$ cat config.mk
export PLATFORM = sky130hd
export DESIGN_NAME = pwm_multi
export DESIGN_NICKNAME = d
export VERILOG_FILES = /design/src/rtl/pwm_multi.sv
export SDC_FILE = /design/constraint.sdc
export NUM_CORES = 1
export LEC_CHECK = 0
export ABC_AREA = 1
export CAP_MARGIN = 20
export CELL_PAD_IN_SITES_DETAIL_PLACEMENT = 0
export CELL_PAD_IN_SITES_GLOBAL_PLACEMENT = 2
export CORE_MARGIN = 1.5
export CORE_UTILIZATION = 37
export DETAILED_ROUTE_END_ITERATION = 16
export PLACE_DENSITY = 0.81
export SETUP_SLACK_MARGIN = 0.1
export SLEW_MARGIN = 20
export SYNTH_ARGS = -nofsm -noshare
export SYNTH_HDL_FRONTEND = slang
export SYNTH_SLANG_ARGS = --single-unit
$ cat constraint.sdc
create_clock -name clk -period 2.7 [get_ports clk]
set_input_delay 0.27 -clock clk [delete_from_list [all_inputs] [get_ports clk]]
set_output_delay 0.27 -clock clk [all_outputs]
set_load 0.01 [all_outputs]
$ cat src/rtl/pwm_multi.sv
// pwm_multi: multi-channel PWM generator with one shared period counter.
// Supports edge-aligned and center-aligned counting. Duty levels, period and
// mode are double-buffered and only change at a period boundary (wrap), so an
// output never glitches in the middle of a period.
module pwm_multi #(
    parameter int WIDTH = 8,
    parameter int NCH   = 3,
    localparam int CW   = (NCH > 1) ? $clog2(NCH) : 1
) (
    input  logic             clk,
    input  logic             reset,
    input  logic             enable,
    input  logic             center,
    input  logic [WIDTH-1:0] period,
    input  logic             wr_en,
    input  logic [CW-1:0]    wr_ch,
    input  logic [WIDTH-1:0] wr_level,
    output logic [NCH-1:0]   out,
    output logic             period_start
);

    localparam logic [0:0] DIR_UP   = 1'b0;
    localparam logic [0:0] DIR_DOWN = 1'b1;

    localparam logic [WIDTH-1:0] ONE = WIDTH'(1);

    logic [WIDTH-1:0] cnt;
    logic [0:0]       dir;
    logic [WIDTH-1:0] p_act;
    logic             mode_act;
    logic [WIDTH-1:0] shadow [NCH];
    logic [WIDTH-1:0] active [NCH];
    logic             wrap;

    // Detect the last count state of the current period (the cycle before the counter restarts).
    // A center-aligned period with P==1 is just 0,1, so it ends on the way up.
    always_comb begin
        wrap = 1'b0;
        if (!mode_act) begin
            wrap = (cnt == p_act);
        end else if (p_act == '0) begin
            wrap = 1'b1;
        end else if (dir == DIR_DOWN) begin
            wrap = (cnt == ONE);
        end else begin
            wrap = (p_act == ONE) && (cnt == p_act);
        end
    end

    // Shadow level registers; writes to a channel index beyond NCH-1 match no entry and are dropped.
    always_ff @(posedge clk) begin
        if (reset) begin
            for (int i = 0; i < NCH; i++) begin
                shadow[i] <= '0;
            end
        end else begin
            for (int i = 0; i < NCH; i++) begin
                if (wr_en && (wr_ch == CW'(i))) begin
                    shadow[i] <= wr_level;
                end
            end
        end
    end

    // Period counter and buffered settings; when idle or at a wrap, the counter restarts and settings reload.
    always_ff @(posedge clk) begin
        if (reset) begin
            cnt      <= '0;
            dir      <= DIR_UP;
            p_act    <= '0;
            mode_act <= 1'b0;
            for (int i = 0; i < NCH; i++) begin
                active[i] <= '0;
            end
        end else if (!enable || wrap) begin
            cnt      <= '0;
            dir      <= DIR_UP;
            p_act    <= period;
            mode_act <= center;
            for (int i = 0; i < NCH; i++) begin
                active[i] <= shadow[i];
            end
        end else if (!mode_act) begin
            cnt <= cnt + ONE;
        end else if (dir == DIR_UP) begin
            if (cnt == p_act) begin
                dir <= DIR_DOWN;
                cnt <= cnt - ONE;
            end else begin
                cnt <= cnt + ONE;
            end
        end else begin
            cnt <= cnt - ONE;
        end
    end

    // Registered outputs: compare the count against each active level and flag the period start.
    always_ff @(posedge clk) begin
        if (reset) begin
            out          <= '0;
            period_start <= 1'b0;
        end else begin
            for (int i = 0; i < NCH; i++) begin
                out[i] <= enable && (cnt < active[i]);
            end
            period_start <= enable && (cnt == '0) && (dir == DIR_UP);
        end
    end

endmodule

* Word level (Yosys, flattened, before mapping) *
Memories as Yosys holds them, arrays and structs flattened.
Cells that the tools add are included.
W data, S select, Z words.

storage, ports and cells
  register bits after elaboration = 22
  RAM bits = 48
  input port bits = 23
  word-level logic and storage cells = 68
  memories kept = 2

memories
  name    words  bits a word  read ports  clocked after memory_dff  wr ports  RTL line  RTL
  active  3      8            3           0                         3         32        logic [WIDTH-1:0] active [NCH];
  shadow  3      8            3           0                         3         31        logic [WIDTH-1:0] shadow [NCH];

operators by class
  $add $sub $neg = 2
  magnitude comparators = 3
  equal/unequal tests = 5
  multiplexer cells = 28
  bitwise operators = 7
  reduce and logical (&&, ||, !) cells = 15

operators with widths
  operator               count
  $mux W8                9
  $lt A8 B8 Y1           3
  $mux W1                19
  $eq A8 B1 Y1 const B   2
  $logic_not A8 Y1       2
  $logic_and A1 B1 Y1    9
  $add A8 B1 Y8 const B  1
  $eq A8 B8 Y1           1
  $sub A8 B1 Y8 const B  1
  $or A1 B1 Y1           6
  $eq A2 B1 Y1 const B   1
  $eq A2 B2 Y1 const B   1
  $logic_not A2 Y1       1
  $reduce_or A2 Y1       1
  $logic_not A1 Y1       1
  $logic_or A1 B1 Y1     1
  $not A1 Y1             1

* Depth between registers and ports, before layout *
  depth in word-level cells = 10
  depth in mapped cells = 12
  gate-level depth less buffers = 11

* Worst setup path before layout *
OpenSTA, ideal clock, no wires.

  path kind = register -> register
  start = register cnt[1]
  end = memory active[0][0] (enable)
  library setup time = 373 ps
  data arrival time = 1,545 ps
  setup slack = 782 ps
  cell stages (with the launch flop) = 10
  period minus slack after synthesis = 1,918 ps
  cell sequence = dfxtp_1 inv_1 ha_1 nand2_1 inv_1 nand4_1 nand2_1 nand2_1 nand4_2 buf_2

RTL lines
  what                    RTL line  RTL
  start, declared         27        logic [WIDTH-1:0] cnt;
  start signal, assigned  84        cnt <= cnt + ONE;
  start signal, assigned  88        cnt <= cnt - ONE;
  start signal, assigned  90        cnt <= cnt + ONE;
  end, declared           32

==> results.txt <==
The flow ran to the end, and the final reports show no timing, DRC or antenna violations. The total routing resource utilization after global routing came out at between 10 and 15%. The area of the mapped netlist is 3570 um^2. The worst setup path startpoint is cnt[1]. The floorplan step set the die width to 101 um. The internal power is roughly 1.9 mW. In this run the power spent charging and discharging nets is between 0.6 and 0.7 mW. The total half-perimeter wirelength after legalization and detailed placement came out at 5050 um.

The final layout net count came out at 460. For this block, wires on met1 add up to between 2000 and 3000 um. The peak ir drop on the vdd network is 243 uV. The final design utilization came out at 44.6%. Gates resized during post-CTS repair numbered 0. Following the worst setup path forward leads to its endpoint at active[0][16]. The clock root buffer is clkbuf_8. The critical path is of the reg -> reg type. The commonest register cell after synthesis is edfxtp_1. The final max-slew violation count came out at 0. The cell row count came out at 35.

Counting instances in the post-synthesis netlist gives the leading cell types as inv_1, nand2_1, edfxtp_1. In this run, CTS created clock tree buffers numbering 9. The DRC violation total after the first TritonRoute iteration is 59.

The overall die area is 10,300 um^2. The area of placed instances came out at 3950 um^2. The via count of the first global-routing pass is ~2,400. The starting density of the core came out at 38.5%. In this run, post-CTS hold repair placed 0 buffers. Among the stages of the critical path, the cell type that occurs most often is nand2_1.

The reg-to-reg setup timing slack came out at 0.59 ns. After layout, the worst path uses between 70% and 80% of the clock period. The gate count after technology mapping is 380. The deepest level of the CTS H-tree came out at 3. Yosys printed 0 warnings. The upper clock frequency limit is 474 MHz. The delay of the slowest cell on the worst path is 0.50 ns. Walking the worst path, the cells encountered are inv_1, ha_1, nand2_1, inv_1, nand4_1, nand2_1, nand2_1, nand3_4, nand2_4, nor2_1. The cell accounting for the most synthesized area is edfxtp_1.

The number of antenna violations at the first check in global routing is 0. Clock skew on the completed layout was measured at 0.0125 ns. At the end of routability-driven placement, the weighted congestion stood at 0.725. The transition time at the pin with the least slew margin is between 0.6 and 0.7 ns.

The number of cells on the critical path is 10. The final routed DRC violation total is 0. In this run the tool buffered the top-level ports with 26 buffer cells. The unique cell type count in the Yosys netlist is 25. The final layout contains routed wiring with a total length of 6610 um.

The number of flops mapped to enable cells by yosys came out at 48. The type of the tightest min-delay check is reg -> reg. After routing, the total negative slack on setup checks comes to 0 ns. The data arrival time of the critical path is roughly 2.2 ns. Along the worst path, the maximum fanout reaches 24.

The detailed-route vias per instance came out at roughly 4.4. The count of antenna diodes in the layout came out at 0. The number of max-cap violations is 0. The post-layout minimum cycle time is 2.11 ns. The met2 wire length is 3320 um.

Setup repair after global routing left no endpoint under its margin. The signed area change from the synthesized netlist to the final layout is 15.9%. The leakage power came out at 1.80 nW.

The number of instances in the placed design is 530. The number of standard cells in the layout, taps in and fillers out is about 550. Dividing the synthesized area by the synthesized cell count gives 9.40 um^2.

The async set or reset register ratio after synthesis is 0%. The final hold violation count came out at 0. The number of buffers and inverters on the critical path is 2.

Broken down by cell family, the worst path's largest delay share belongs to simple AND/OR/NAND/NOR gates. The post-synth net total is 428. Detailed routing placed a total of 254 um of wire on met3. The iteration count of the initial detailed-routing pass came out at 4. The data required time at the worst endpoint came out at between 2 and 3 ns. The part of the total power dissipated in the clock network is 31.8%. The origin of the critical flop-to-flop path is cnt[1].

Per report_power, the sequential group accounts for 51.5% of the total. The number of nets with antenna violations after routing came out at 0. The maximum number of pins on one net before global-route repair is 26. In the post-synthesis netlist, the cell with the most instances is inv_1.

Signal routing reaches up to met4. The clock input transition at the sequential cells of the worst setup and hold paths came out at 0.08 ns. The worst register-to-register path ends at active[0][16]. The I/O pin count came out at 27. The buffer count from post-CTS setup fixing is 0. In this run, synthesis produced a sequential element count of 70. The clock passes through at most 2 buffers. The total number of clock tree sinks is 70.

The clock tree from TritonCTS is built. The cell depth of the worst flop-to-flop path is 10. The finished cells cover 4140 um^2. The die span in y came out at 101 um. The residual overflow from global routing came out at 0. The proportion of power drawn by combinational gates came out at about 17%. The worst setup path is captured at a flop. Summing over every cut layer, the via total after detailed routing is 2,376. Net switching is 27.2% of the power. The slowest stage of the critical path belongs to the cell dfxtp_1. The portion of the post-synthesis area used by sequential elements is 52.7%. The routed wire length per instance is 12.1 um. The critical path launch point type is a flop. Ranked by total cell area, the synthesized netlist is headed by edfxtp_1, dfxtp_1, ha_1. The number of failing setup endpoints in the final timing report is 0.

The worst pin sits at a relative slew slack of 56.1%. The synthesized design devotes to its leading area cell type 40.3% of total area. The region available for standard cell placement spans 9280 um^2. The proportion of layout cells with a drive suffix above 1 is 11.3%. The latest clock arrival within the worst-skew pair is 0.34 ns. The total power divided by cell area is 614 nW/um^2. The wire length of the first global-routing pass is 11,400 um.
final cells by class:
class                   count  area [um^2]
clock inverters             6         63.8
flip-flops and latches     70         1880
well taps                 129          161
fillers                   942         5140
repair buffers             29          283
multi-input cells         227         1350
clock buffers               9          124
inverters                  75          282
routing by layer:
metal,track usage (%),vias up
met5,0,-
met4,6.09,0
met3,4.14,10
met2,26.3,35
met1,16.9,1053
li1,-,1278
registers in the layout (all words and copies together) (netlist names):
register      count
p_act             8
mode_act          1
period_start      1
cnt               8
active           24
shadow           24
dir               1
out               3
cell families after synthesis:
kind of cell	Yosys count	share of synthesized area [%]
buffers and inverters	83	9.70
XOR/XNOR	14	3.43
flip-flops	70	52.7
AND/OR/NAND/NOR	153	19.9
adder cells (fa/ha/maj)	25	8.75
AO/OA/AOI/OAI	35	5.60
power groups by stage:
stage | registers [mW] | logic, mW | clock network [mW]
detailed placement | 1.34 | 0.429 | 0
global route | 1.32 | 0.485 | 0.874
global placement | 1.34 | 0.423 | 0
floorplan | 1.32 | 0.303 | 0
finish | 1.31 | 0.423 | 0.810
CTS | 1.31 | 0.432 | 0.836
metrics by stage:
| stage | setup slack (ns) | total power [mW] | hold slack [ns] |
|---|---|---|---|
| 3_5_place_dp | 0.610 | 1.77 | 0.480 |
| 5_1_grt | 0.415 | 2.68 | 0.512 |
| 4_1_cts | 0.563 | 2.58 | 0.495 |
| 3_3_place_gp | 0.621 | 1.76 | 0.493 |
| 6_report | 0.590 | 2.54 | 0.503 |
| 2_1_floorplan | 0.782 | 1.62 | 0.342 |
worst min-delay path by stage:
stage / startpoint / endpoint / cells past startpoint
final: dir / period_start / 1
after global routing: period[6] / p_act[6] / 3
after CTS: period[3] / p_act[3] / 3
after detailed placement: dir / period_start / 1
after global placement: dir / period_start / 1
after floorplan: reset / out[0] / 1
cell usage in the layout, fill, tap and decap left out, drive strengths merged:
cell type	count
inv	75
nor2	55
buf	3
nor3	4
xor2	7
nand4	5
o211ai	4
edfxtp	48
nand2	66
a21oi	14
o21ai	11
o21a	6
clkbuf	9
dfxtp	22
nand3	23
xnor2	7
clkinvlp	4
clkdlybuf4s50	26
bufinv	1
clkinv	1
ha	25
Power figures use the tool's default switching activity.
